--- config.mk ---
export PLATFORM = sky130hd
export DESIGN_NAME = reset_sequencer
export DESIGN_NICKNAME = d
export VERILOG_FILES = /design/src/rtl/reset_seq_pkg.sv /design/src/rtl/sync_bit.sv /design/src/rtl/reset_sequencer.sv
export SDC_FILE = /design/constraint.sdc
export NUM_CORES = 1
export LEC_CHECK = 0
export ABC_AREA = 1
export BUFFER_PORTS_ARGS = -buffer_cell sky130_fd_sc_hd__buf_2
export CORE_AREA = 2 2 77 79
export DETAILED_ROUTE_END_ITERATION = 8
export DIE_AREA = 0 0 79 81
export GPL_TIMING_DRIVEN = 0
export HOLD_SLACK_MARGIN = 0.1
export PLACE_DENSITY_LB_ADDON = 0.2
export SYNTH_ARGS = -nofsm -noshare
export SYNTH_HDL_FRONTEND = slang
export SYNTH_SLANG_ARGS = --single-unit
--- constraint.sdc ---
create_clock -name clk -period 4.3 [get_ports clk]
set_input_delay 0.43 -clock clk [delete_from_list [all_inputs] [get_ports clk]]
set_output_delay 0.43 -clock clk [all_outputs]
set_load 0.02 [all_outputs]
--- src/rtl/reset_seq_pkg.sv ---
// Shared types for the reset sequencer: reset-cause codes, sequencer states
// and a counter-width helper that keeps degenerate parameter values legal.
package reset_seq_pkg;

  typedef enum logic [1:0] {
    POR = 2'd0,
    EXT = 2'd1,
    WDT = 2'd2,
    SW  = 2'd3
  } rst_cause_e;

  typedef enum logic [1:0] {
    HOLD    = 2'd0,
    RELEASE = 2'd1,
    RUN     = 2'd2
  } state_e;

  function automatic int cnt_width(input int n);
    return (n > 1) ? $clog2(n) : 1;
  endfunction

endpackage

--- src/rtl/sync_bit.sv ---
// Multi-flop synchroniser for a single asynchronous level, cleared by the
// synchronous active-high reset.
module sync_bit #(
  parameter int STAGES = 2
) (
  input  logic clk,
  input  logic reset,
  input  logic i_async,
  output logic o_sync
);

  logic [STAGES-1:0] r_chain;

  always_ff @(posedge clk) begin
    if (reset) r_chain <= '0;
    else       r_chain <= {r_chain[STAGES-2:0], i_async};
  end

  assign o_sync = r_chain[STAGES-1];

endmodule

--- src/rtl/reset_sequencer.sv ---
// Multi-source reset controller: stretches reset, releases domains in index
// order with a fixed gap, and records why the last reset happened.
//   state   | meaning
//   HOLD    | all domains in reset, counting request-free cycles
//   RELEASE | domains being released one every STAGE_GAP cycles
//   RUN     | all domains out of reset, watchdog active
module reset_sequencer
  import reset_seq_pkg::*;
#(
  parameter int NUM_DOMAINS = 2,
  parameter int SYNC_STAGES = 2,
  parameter int HOLD_CYCLES = 16,
  parameter int STAGE_GAP   = 4,
  parameter int WDT_EN      = 1,
  parameter int WDT_CYCLES  = 1000000
) (
  input  logic                   clk,
  input  logic                   reset,
  input  logic                   ext_rst_req,
  input  logic                   sw_rst_req,
  input  logic                   wdt_kick,
  output logic [NUM_DOMAINS-1:0] reset_n_out,
  output logic [1:0]             rst_cause,
  output logic                   busy
);

  localparam int HOLD_W = cnt_width(HOLD_CYCLES);
  localparam int GAP_W  = cnt_width(STAGE_GAP);
  localparam int WDT_W  = cnt_width(WDT_CYCLES);

  localparam logic [HOLD_W-1:0]      HOLD_LAST  = HOLD_W'(HOLD_CYCLES - 1);
  localparam logic [GAP_W-1:0]       GAP_LAST   = GAP_W'(STAGE_GAP - 1);
  localparam logic [WDT_W-1:0]       WDT_LAST   = WDT_W'(WDT_CYCLES - 1);
  localparam logic [3:0]             LAST_STAGE = 4'(NUM_DOMAINS - 1);
  localparam logic [NUM_DOMAINS-1:0] DOM_ONE    = NUM_DOMAINS'(1);

  state_e                 r_state;
  rst_cause_e             r_cause;
  logic [HOLD_W-1:0]      r_hold;
  logic [GAP_W-1:0]       r_gap;
  logic [3:0]             r_stage;
  logic [NUM_DOMAINS-1:0] r_rst_n;
  logic                   r_busy;

  logic       w_ext_req;
  logic       w_wdt_expire;
  logic       w_any_req;
  rst_cause_e w_req_cause;

  sync_bit #(.STAGES(SYNC_STAGES)) u_ext_sync (
    .clk     (clk),
    .reset   (reset),
    .i_async (ext_rst_req),
    .o_sync  (w_ext_req)
  );

  assign w_any_req   = w_ext_req | sw_rst_req | w_wdt_expire;
  assign w_req_cause = w_ext_req ? EXT : (w_wdt_expire ? WDT : SW);

  always_ff @(posedge clk) begin
    if (reset) begin
      r_state <= HOLD;
      r_cause <= POR;
      r_hold  <= '0;
      r_gap   <= '0;
      r_stage <= '0;
      r_rst_n <= '0;
      r_busy  <= 1'b1;
    end else begin
      case (r_state)
        HOLD: begin
          // Requests here only stretch the hold; the recorded cause stays.
          if (w_ext_req || sw_rst_req) begin
            r_hold <= '0;
          end else if (r_hold == HOLD_LAST) begin
            r_rst_n <= DOM_ONE;
            r_gap   <= '0;
            r_stage <= 4'd1;
            if (NUM_DOMAINS == 1) begin
              r_state <= RUN;
              r_busy  <= 1'b0;
            end else begin
              r_state <= RELEASE;
            end
          end else begin
            r_hold <= r_hold + 1'b1;
          end
        end
        RELEASE, RUN: begin
          if (w_any_req) begin
            r_state <= HOLD;
            r_cause <= w_req_cause;
            r_hold  <= '0;
            r_rst_n <= '0;
            r_busy  <= 1'b1;
          end else if (r_state == RELEASE) begin
            if (r_gap == GAP_LAST) begin
              r_gap   <= '0;
              r_rst_n <= (r_rst_n << 1) | DOM_ONE;
              if (r_stage == LAST_STAGE) begin
                r_state <= RUN;
                r_busy  <= 1'b0;
              end else begin
                r_stage <= r_stage + 4'd1;
              end
            end else begin
              r_gap <= r_gap + 1'b1;
            end
          end
        end
        default: begin
          r_state <= HOLD;
          r_hold  <= '0;
          r_rst_n <= '0;
          r_busy  <= 1'b1;
        end
      endcase
    end
  end

  generate
    if (WDT_EN != 0) begin : g_wdt
      logic [WDT_W-1:0] r_wdt;

      // Saturates at the terminal value; a kick on the expiry cycle wins.
      always_ff @(posedge clk) begin
        if (reset || r_state != RUN || wdt_kick || w_any_req) r_wdt <= '0;
        else if (r_wdt != WDT_LAST)                           r_wdt <= r_wdt + 1'b1;
      end

      assign w_wdt_expire = (r_state == RUN) && (r_wdt == WDT_LAST) && !wdt_kick;
    end else begin : g_no_wdt
      assign w_wdt_expire = 1'b0;
    end
  endgenerate

  assign reset_n_out = r_rst_n;
  assign rst_cause   = r_cause;
  assign busy        = r_busy;

endmodule

==> metrics.txt <==
CP startpoint=g_wdt.r_wdt[0]; synthesized flop and latch total=39; postcts setup bufs=0; max incr delay on CP=roughly 0.43 ns; Synth area leader=dfxtp_1; standard-cell row count=28; measured slew at the worst slew-check pin=0.494 ns; WL met1=a little over 2000 um; top layer in use=met4; Buf/Inv on CP=0; Avg WL per Cell=around 11 um; Ports=10; drt first pass iters=4; flop-to-flop setup slack=2.36 ns; fin cells=384; n_diodes=0; Main synth FF type=dfxtp_1; CTS Root Cell=clkbuf_8; Die X=just under 80 um; synthesized area=roughly 2200 um^2; number of synthesized flops with an enable pin=0; RSZ-0062 raised after global routing=false; WL final=between 4000 and 5000 um; Final nets=about 320; gr ovfl total=0; post-synth top area share=36.2%; mean area per synthesized cell=approximately 7.4 um^2; Power Internal=around 0.00060 W; CP endpoint=r_stage[0]; hold path cells=3; Setup-failing EPs final=0; Max Clock Freq=between 500 and 600 MHz; post-DP HPWL=roughly 3200 um; reg2reg end=r_stage[0]; Die Span Y=roughly 81 um; Final Hold Viols=0; share of layout cells above drive strength 1=~17%; leakage power=a little under 0.9 nW; H-tree levels=2; CP top delay family=simple AND/OR/NAND/NOR gates; met2 wire length=approximately 1900 um; setup TNS=0 ns; hold_buf cts=0; critical path depth=10; Die Area=approximately 6400 um^2; core box area=5680 um^2; Area growth syn-to-layout=12.6%; Net Switching=~0.00014 W; CP Max Fanout=6; worst-case reg-to-reg path depth=10; CP max-delay cell=dfxtp_1; syn_nets=between 300 and 400; pin count of the biggest net entering global routing=13; Final Max Tran Viols=0; via density per instance=~4.7; Starting Density=between 30% and 40%; Final min period=just under 2 ns; vias=around 1,800; status=finished clean; initial antenna violation count=0; clk sink count=39; worst hold path type=in -> reg; Tot Pwr=0.000741 W; Final Util=42.7%; Comb power frac=around 1.8%; Seq pwr share=slightly below 50%; first-pass GRT wire length=7260 um; Required @ worst endpoint=roughly 4.5 ns; Crit Path Class=reg -> reg; CTS tree=done; Syn Inst Count=a little under 300; part of the cycle the worst path needs=a little under half; Worst-path clk slew=roughly 0.08 ns; Sw Share=approximately a fifth; post-CTS sizing=0; IO Port Bufs=9; Slew Limit Headroom=67.1%; met3 WL=around 120 um; pwr dens=about 300 nW/um^2; library cells used by synthesis=37; global-route usage over all layers=approximately 15%; Final Skew=0.00745 ns; Arr. time, crit path=2.11 ns; # DRC=0; Worst Setup End Kind=flip-flop; synth warn=0; antenna viol nets, final=0; Seq/Total Area, Yosys=between 30 and 40%; CP cell instances=ha_1 -> nand3_1 -> nor2_1 -> nand3_4 -> nand2_2 -> nand2_4 -> nand2_1 -> nor2_1 -> nand2_1 -> a21oi_1; number of global-route vias before repair=1,661; Longest Clk Path Bufs=2; pre-CTS WS=2.34 ns; worst vdd ir=around 140 uV; final setup margin=about 2.4 ns; R2R Path Start=g_wdt.r_wdt[0]; placed insts=roughly 380; CTS Buf Count=5; final RePlAce weighted congestion=just under 0.8; clock share of power=49.0%; max_cap viols=0; initial DRC count=64; Clock Latency Late Sink=roughly 0.29 ns; ys async rst share=0%; top cells by area, synth=dfxtp_1 (36%), nand2_1 (10%), a21oi_1 (6.3%); type of origin of the critical path=flip-flop
power groups by stage:
stage	Sequential (W)	Combinational [W]	Clock, W
after floorplan	0.000372	0.00000884	0
after global placement	0.000373	0.0000137	0
after detailed placement	0.000373	0.0000138	0
after CTS	0.000364	0.0000138	0.000377
after global routing	0.000364	0.0000157	0.000393
final	0.000364	0.0000135	0.000363
layout make-up:
cell class,instances,area [um^2]
Multi-Input combinational cell,213,1210
Clock inverter,2,60.1
Inverter,36,135
Sequential cell,39,781
Fill cell,618,3250
Timing Repair Buffer,9,45.0
Tap cell,75,93.8
Buffer,4,25.0
Clock buffer,6,72.6
logic make-up after synthesis:
kind of cell	synth area share (%)
AOI/OAI and AO/OA	10.6
xor gates and xnor gates	2.44
adders and majority gates	5.23
buffers and inverters	7.43
DFF	36.2
and+or+nand+nor	38.1
registers in the layout, indices dropped and copies added, names as in the netlist:
register,flops
r_hold,4
rst_cause,2
g_wdt.r_wdt,20
r_gap,2
r_state,2
busy,1
reset_n_out,2
u_ext_sync.r_chain,2
r_stage,4
worst reg2reg max path, stage by stage (launching register included):
cell and delay (ns):
dfxtp_1 0.43, ha_1 0.22, nand3_1 0.18, nor2_1 0.30, nand3_4 0.15, nand2_2 0.13, nand2_4 0.08, nand2_1 0.12
nor2_1 0.09, nand2_1 0.07, a21oi_1 0.05
worst min-delay path by stage:
stage	to	slack, ns	startpoint
3_3_place_gp	u_ext_sync.r_chain[1]	0.39	u_ext_sync.r_chain[0]
4_1_cts	u_ext_sync.r_chain[0]	0.32	ext_rst_req
3_5_place_dp	u_ext_sync.r_chain[1]	0.40	u_ext_sync.r_chain[0]
2_1_floorplan	u_ext_sync.r_chain[1]	0.39	u_ext_sync.r_chain[0]
5_1_grt	u_ext_sync.r_chain[0]	0.33	ext_rst_req
6_report	u_ext_sync.r_chain[0]	0.33	ext_rst_req
layout by cell type, fill, tap and decap left out, types with 4 or more instances in the layout:
| master | count |
|---|---|
| a21oi_1 | 27 |
| buf_2 | 11 |
| clkbuf_8 | 5 |
| dfxtp_1 | 39 |
| ha_1 | 9 |
| inv_1 | 28 |
| inv_2 | 7 |
| nand2_1 | 59 |
| nand3_1 | 15 |
| nand4_1 | 10 |
| nor2_1 | 35 |
| nor2_2 | 4 |
| nor3_1 | 6 |
| o21ai_0 | 6 |
per-layer routing:
layer	GRT usage [%]	up-vias
li1	-	986
met1	17.6	778
met4	5.69	0
met3	4.00	6
met5	0	-
met2	24.6	17
through the flow:
step                      hold slack, ns  instance area, um^2
after floorplan                    0.388                 2150
after global routing               0.333                 2430
final                              0.330                 2430
after global placement             0.395                 2290
after detailed placement           0.402                 2290
after CTS                          0.316                 2430
synthesized netlist by cell type (all sizes together), types with 3 or more instances:
cell type  instances
nor2              41
nor3               9
xor2               3
ha                 9
nand3             19
a21oi             28
buf                3
or2                7
xnor2              3
inv               35
nand4             12
nand2             64
o21ai              6
dfxtp             39
Power figures use the tool's default switching activity.
